**src/rtl/i2c_stream_capture.sv**
```systemverilog
// AXI-stream sink for an I2C receive port: FWFT byte FIFO, phase-patterned
// backpressure on tready, and per-frame length/XOR/count statistics.
module i2c_stream_capture #(
    parameter int DATA_W = 8,
    parameter int DEPTH  = 8,
    parameter int CNT_W  = $clog2(DEPTH) + 1
) (
    input  logic              clk,
    input  logic              rst,
    input  logic              clr,
    input  logic [DATA_W-1:0] s_axis_tdata,
    input  logic              s_axis_tvalid,
    output logic              s_axis_tready,
    input  logic              s_axis_tlast,
    input  logic [7:0]        stall_mask,
    input  logic              pop,
    output logic [DATA_W-1:0] dout,
    output logic              dout_last,
    output logic              empty,
    output logic              full,
    output logic [CNT_W-1:0]  buff_count,
    output logic              frame_done,
    output logic [7:0]        frame_len,
    output logic [DATA_W-1:0] frame_sum,
    output logic [15:0]       frame_count,
    output logic              underflow
);

    localparam int ADDR_W = $clog2(DEPTH);

    typedef enum logic {
        IDLE  = 1'b0,
        FRAME = 1'b1
    } state_t;

    logic [DATA_W:0]       mem_q [DEPTH];
    logic [ADDR_W-1:0]     wr_ptr_q, wr_ptr_d;
    logic [ADDR_W-1:0]     rd_ptr_q, rd_ptr_d;
    logic [CNT_W-1:0]      count_q, count_d;
    logic [2:0]            phase_q, phase_d;
    logic                  tready_q, tready_d;
    logic                  underflow_q, underflow_d;
    state_t                state_q, state_d;
    logic [7:0]            run_len_q, run_len_d;
    logic [DATA_W-1:0]     run_sum_q, run_sum_d;
    logic [7:0]            frame_len_q, frame_len_d;
    logic [DATA_W-1:0]     frame_sum_q, frame_sum_d;
    logic [15:0]           frame_count_q, frame_count_d;
    logic                  frame_done_q, frame_done_d;

    logic                  empty_s, full_s, full_next_s;
    logic                  accept_s, pop_s;
    logic [DATA_W:0]       head_s;
    logic [7:0]            len_acc_s;
    logic [DATA_W-1:0]     sum_acc_s;

    assign empty_s  = (count_q == '0);
    assign full_s   = (count_q == CNT_W'(DEPTH));
    // clr wins over a same-cycle handshake, so the byte is dropped
    assign accept_s = s_axis_tvalid & tready_q & ~clr;
    assign pop_s    = pop & ~empty_s & ~clr;
    assign head_s   = mem_q[rd_ptr_q];

    // FIFO pointers, occupancy, backpressure phase and underflow flag
    always_comb begin
        wr_ptr_d    = wr_ptr_q;
        rd_ptr_d    = rd_ptr_q;
        count_d     = count_q + CNT_W'(accept_s) - CNT_W'(pop_s);
        phase_d     = phase_q + 3'd1;
        full_next_s = (count_d == CNT_W'(DEPTH));
        tready_d    = ~full_next_s & ~stall_mask[phase_d];
        underflow_d = underflow_q | (pop & empty_s);
        if (accept_s) begin
            wr_ptr_d = wr_ptr_q + ADDR_W'(1);
        end else begin
            wr_ptr_d = wr_ptr_q;
        end
        if (pop_s) begin
            rd_ptr_d = rd_ptr_q + ADDR_W'(1);
        end else begin
            rd_ptr_d = rd_ptr_q;
        end
        if (clr) begin
            wr_ptr_d    = '0;
            rd_ptr_d    = '0;
            count_d     = '0;
            phase_d     = 3'd0;
            tready_d    = 1'b0;
            underflow_d = 1'b0;
        end else begin
            underflow_d = underflow_d;
        end
    end

    // Frame tracker: accumulate length/XOR while open, publish on tlast
    always_comb begin
        state_d       = state_q;
        run_len_d     = run_len_q;
        run_sum_d     = run_sum_q;
        frame_len_d   = frame_len_q;
        frame_sum_d   = frame_sum_q;
        frame_count_d = frame_count_q;
        frame_done_d  = 1'b0;
        len_acc_s     = 8'd1;
        sum_acc_s     = s_axis_tdata;
        case (state_q)
            IDLE: begin
                len_acc_s = 8'd1;
                sum_acc_s = s_axis_tdata;
            end
            FRAME: begin
                len_acc_s = (run_len_q == 8'd255) ? 8'd255 : run_len_q + 8'd1;
                sum_acc_s = run_sum_q ^ s_axis_tdata;
            end
            default: begin
                len_acc_s = 8'd1;
                sum_acc_s = s_axis_tdata;
            end
        endcase
        if (clr) begin
            state_d       = IDLE;
            run_len_d     = 8'd0;
            run_sum_d     = '0;
            frame_len_d   = 8'd0;
            frame_sum_d   = '0;
            frame_count_d = 16'd0;
        end else if (accept_s) begin
            run_len_d = len_acc_s;
            run_sum_d = sum_acc_s;
            if (s_axis_tlast) begin
                state_d       = IDLE;
                frame_len_d   = len_acc_s;
                frame_sum_d   = sum_acc_s;
                frame_count_d = frame_count_q + 16'd1;
                frame_done_d  = 1'b1;
            end else begin
                state_d = FRAME;
            end
        end else begin
            state_d = state_q;
        end
    end

    // Storage array; contents need no reset since empty masks the head
    always_ff @(posedge clk) begin
        if (accept_s) begin
            mem_q[wr_ptr_q] <= {s_axis_tlast, s_axis_tdata};
        end
    end

    // Control and statistics registers
    always_ff @(posedge clk or posedge rst) begin
        if (rst) begin
            wr_ptr_q      <= '0;
            rd_ptr_q      <= '0;
            count_q       <= '0;
            phase_q       <= 3'd0;
            tready_q      <= 1'b0;
            underflow_q   <= 1'b0;
            state_q       <= IDLE;
            run_len_q     <= 8'd0;
            run_sum_q     <= '0;
            frame_len_q   <= 8'd0;
            frame_sum_q   <= '0;
            frame_count_q <= 16'd0;
            frame_done_q  <= 1'b0;
        end else begin
            wr_ptr_q      <= wr_ptr_d;
            rd_ptr_q      <= rd_ptr_d;
            count_q       <= count_d;
            phase_q       <= phase_d;
            tready_q      <= tready_d;
            underflow_q   <= underflow_d;
            state_q       <= state_d;
            run_len_q     <= run_len_d;
            run_sum_q     <= run_sum_d;
            frame_len_q   <= frame_len_d;
            frame_sum_q   <= frame_sum_d;
            frame_count_q <= frame_count_d;
            frame_done_q  <= frame_done_d;
        end
    end

    // Head of FIFO, forced to zero when nothing is stored
    always_comb begin
        if (empty_s) begin
            dout      = '0;
            dout_last = 1'b0;
        end else begin
            dout      = head_s[DATA_W-1:0];
            dout_last = head_s[DATA_W];
        end
    end

    assign s_axis_tready = tready_q;
    assign empty         = empty_s;
    assign full          = full_s;
    assign buff_count    = count_q;
    assign frame_done    = frame_done_q;
    assign frame_len     = frame_len_q;
    assign frame_sum     = frame_sum_q;
    assign frame_count   = frame_count_q;
    assign underflow     = underflow_q;

endmodule

```
**config.mk**
```make
export PLATFORM = sky130hd
export DESIGN_NAME = i2c_stream_capture
export DESIGN_NICKNAME = d
export VERILOG_FILES = /design/src/rtl/i2c_stream_capture.sv
export SDC_FILE = /design/constraint.sdc
export NUM_CORES = 1
export LEC_CHECK = 0
export CORE_ASPECT_RATIO = 0.9
export CORE_UTILIZATION = 55
export DETAILED_ROUTE_END_ITERATION = 16
export PLACE_DENSITY = 0.8
export SKIP_LAST_GASP = 1
export SLEW_MARGIN = 20
export SYNTH_ARGS = -nofsm -noshare
export SYNTH_HDL_FRONTEND = slang
export SYNTH_SLANG_ARGS = --single-unit
```
**constraint.sdc**
```tcl
create_clock -name clk -period 3.2 [get_ports clk]
set_clock_uncertainty 0.05 [all_clocks]
set_input_delay 0.64 -clock clk [delete_from_list [all_inputs] [get_ports clk]]
set_output_delay 0.64 -clock clk [all_outputs]
set_load 0.01 [all_outputs]
```
==> impl_metrics.yaml <==
worst_setup_path:
  rr_startpoint: "buff_count[2]$_DFF_PP0_"
  critPathSlowestCell: "mux4_2"
  startpoint: "rd_ptr_q[0]$_DFFE_PP0P_"
  r2r_slack_ns: 0.32
  startpoint_type: "register"
  cp-end-kind: "primary output"
  crit_buf_inv: 2
  path_cells: "buf_4, mux4_2, mux2i_1, nor2_1, clkdlybuf4s50_1"
  cp_top_family: "multiplexers"
  worstPathArrival_ns: 2.36
  r2r-end: "s_axis_tready$_DFF_PP0_"
  rr_worst_depth: 12
  critPathMaxFanout: 12
  crit_cells: 5
  worstSetupPathType: "register to primary output"
  required_ns: 2.51
  cpPeakStageDelay_ns: 0.59
  critPathCapture: "dout[5]"
die:
  die_height_um: 101
  rows: 35
  initial_core_util_pct: 57.7
  io_pins: 72
  die_width_um: 112
  core_area_um2: 10400
  die_area_um2: 11400
outcome:
  status: "complete, but fails checks"
  violations: "design-rule violations"
placement:
  dpl-instance-area_um2: 6980
  dp_cells: 667
  io_buffers: 71
  gp_congestion: 0.818
  dp_hpwl_mm: 8.76
sta:
  fmax_ghz: 0.328
  final-setup-viol-count: 0
  max_slew_margin_pct: 50.3
  setup_tns_ns: 0
  rsz0062_at_grt: "false"
  tightestPinTransition_ns: 0.745
  post-route-min-period_ns: 3.05
  hold_viol_final: 0
  period_share_pct: 95.2
  finalMaxSlewViolations: 0
logic_synthesis:
  synth_flop_cell: "edfxtp_1"
  synthCells: 466
  synth.distinct_cells: 44
  avgSynthCellArea_um2: 12.9
  ys_async_sr_fraction_pct: 47.4
  synth_seq_cells: 137
  yosysWarnings: 0
  synth_fp_nets: 500
  synth_area_um2: 6010
  yosysSeqAreaShare_pct: 63.0
  synth_enable_flop_cells: 72
power_and_ir_drop:
  ir_worst_vdd_mv: 0.360
  cellPowerDensity_nw_per_um2: 687
  leakage_uw: 0.00278
  p_total_uw: 5210
clocking:
  cts_htree_levels: 4
  clk_pin_slew_worst_paths_ns: 0.06
  cts_made_buffers: 17
  hold_buffers: 0
  cts_root_buf: "clkbuf_16"
  post_cts_buffers: 0
  cts_resized: 0
  clk_latency_ns: 0.42
  cts_tree: "done"
  numClockSinks: 137
  clockBufferDepth: 2
detailed_routing:
  dr.pass1.iters: 11
  vias: 4236
  via_per_inst: 6.06
  wl_per_cell_um: 19.9
  drc: 4
  drt_iter0_markers: 365
  routed_wl_mm: 13.9
  ant_nets: 0
global_routing:
  grt_start_max_net_pins: 66
  grt_usage_pct: 26.4
  first_global_vias: 4252
  grt_pass1_wl_mm: 22.3
  antenna_found_initial: 0
  overflow: 0
job:
  drv_cap: 0
cells_and_area:
  drive_gt1_share_pct: 14.0
  final_area_um2: 7580
  nNetsFinal: 591
  final_cells: 699
  fin_util_pct: 72.7
  antenna_cells: 0
  areaGrowthSynthToFinish_pct: 26.0
min_path:
  min_path_type: "register to register"
[layer usage]
layer	track usage (%)	wire [um]
met4	12.4	308
met5	0	0
met1	34.0	5690
met2	43.3	6830
met3	6.28	1050
[state kept, by name, indices dropped and copies added (netlist names)]
| name | flops |
|---|---|
| frame_done | 1 |
| phase_q | 3 |
| run_sum_q | 8 |
| rd_ptr_q | 3 |
| frame_len | 8 |
| s_axis_tready | 1 |
| run_len_q | 8 |
| frame_count | 16 |
| underflow | 1 |
| frame_sum | 8 |
| wr_ptr_q | 3 |
| mem_q | 72 |
| state_q | 1 |
| buff_count | 4 |
[through the flow]
step	hold WS (ns)	worst slack, ns
CTS	0.436	0.0982
detailed placement	0.423	0.107
finish	0.430	0.153
global route	0.461	0.0338
floorplan	0.430	0.432
global placement	0.417	0.215
[cell usage in the layout, fill, tap and decap left out, types with 2 or more instances in the layout]
cell type	count
nand3_1	8
mux2i_1	11
mux4_2	20
nor3_1	18
or3_1	7
or2_2	2
and3_1	3
inv_1	10
nor2_1	59
o31ai_1	3
clkbuf_16	17
clkinv_2	3
nand4_1	6
clkinv_1	2
nand2b_1	5
nor3b_1	4
a211oi_1	3
xnor2_1	10
xor2_1	6
nand3b_1	6
nand2_1	29
clkdlybuf4s50_1	70
buf_4	22
a21oi_1	21
clkinvlp_4	4
bufinv_16	3
ha_1	11
o41ai_1	2
dfrtp_1	65
o21ai_0	32
nor2b_1	5
edfxtp_1	72
a32oi_1	8
nor4_1	3
[worst reg2reg max path, cell delays in order, from the launching register on]
cell and delay (ns):
dfrtp_1 0.37, inv_1 0.11, ha_1 0.17, nor3b_1 0.28
nand2b_1 0.29, nor2_1 0.07, ha_1 0.28, inv_1 0.04
ha_1 0.20, fa_1 0.38, xnor2_1 0.14, nor3b_1 0.14
a221oi_1 0.27
[worst min path at each step]
stage	slack [ns]	startpoint	depth (start not counted)	endpoint
floorplan	0.43	run_sum_q[0]$_DFFE_PP0P_	2	run_sum_q[0]$_DFFE_PP0P_
global route	0.46	frame_len[4]$_DFFE_PP0P_	2	frame_len[4]$_DFFE_PP0P_
CTS	0.44	frame_len[4]$_DFFE_PP0P_	2	frame_len[4]$_DFFE_PP0P_
global placement	0.42	frame_len[5]$_DFFE_PP0P_	2	frame_len[5]$_DFFE_PP0P_
finish	0.43	frame_len[4]$_DFFE_PP0P_	2	frame_len[4]$_DFFE_PP0P_
detailed placement	0.42	frame_len[4]$_DFFE_PP0P_	2	frame_len[4]$_DFFE_PP0P_
[power breakdown]
group	switching (uW)	leakage [uW]	internal (uW)
logic	591	0.000956	628
clock network	727	0.000280	1240
registers	78.5	0.00154	1950
total	1400	0.00278	3810
[Yosys cell counts, types with 7 or more instances]
library cell | instances | share of area (%)
o21ai_0 | 32 | 2.7
mux4_2 | 20 | 7.5
nor3_1 | 18 | 1.5
clkbuf_1 | 19 | 1.2
a32oi_1 | 8 | 1.2
inv_1 | 11 | 0.69
mux2i_1 | 11 | 1.8
xnor2_1 | 10 | 1.5
a21oi_1 | 21 | 1.7
dfrtp_1 | 65 | 27
nand2_1 | 29 | 1.8
or3_1 | 7 | 0.73
ha_1 | 11 | 2.3
edfxtp_1 | 72 | 36
nand3_1 | 8 | 0.67
nor2_1 | 59 | 3.7
[cells by family after synthesis]
kind of cell	after synthesis	share of synthesized area, %
buffers and inverters	33	2.10
AND/OR/NAND/NOR	160	12.8
AO/OA/AOI/OAI	76	7.63
adder cells (fa/ha/maj)	12	2.62
flip-flops	137	63.0
multiplexers	32	9.51
XOR/XNOR	16	2.33
[cell type report]
cell class,instances,area [um2]
sequential,137,3790
clock inverter,13,151
clock buffer,19,443
fill,680,2850
inverter,11,41.3
tap,129,161
multi-input combinational,296,2100
timing repair buffer,94,891
(Power assumes the default switching activity.)
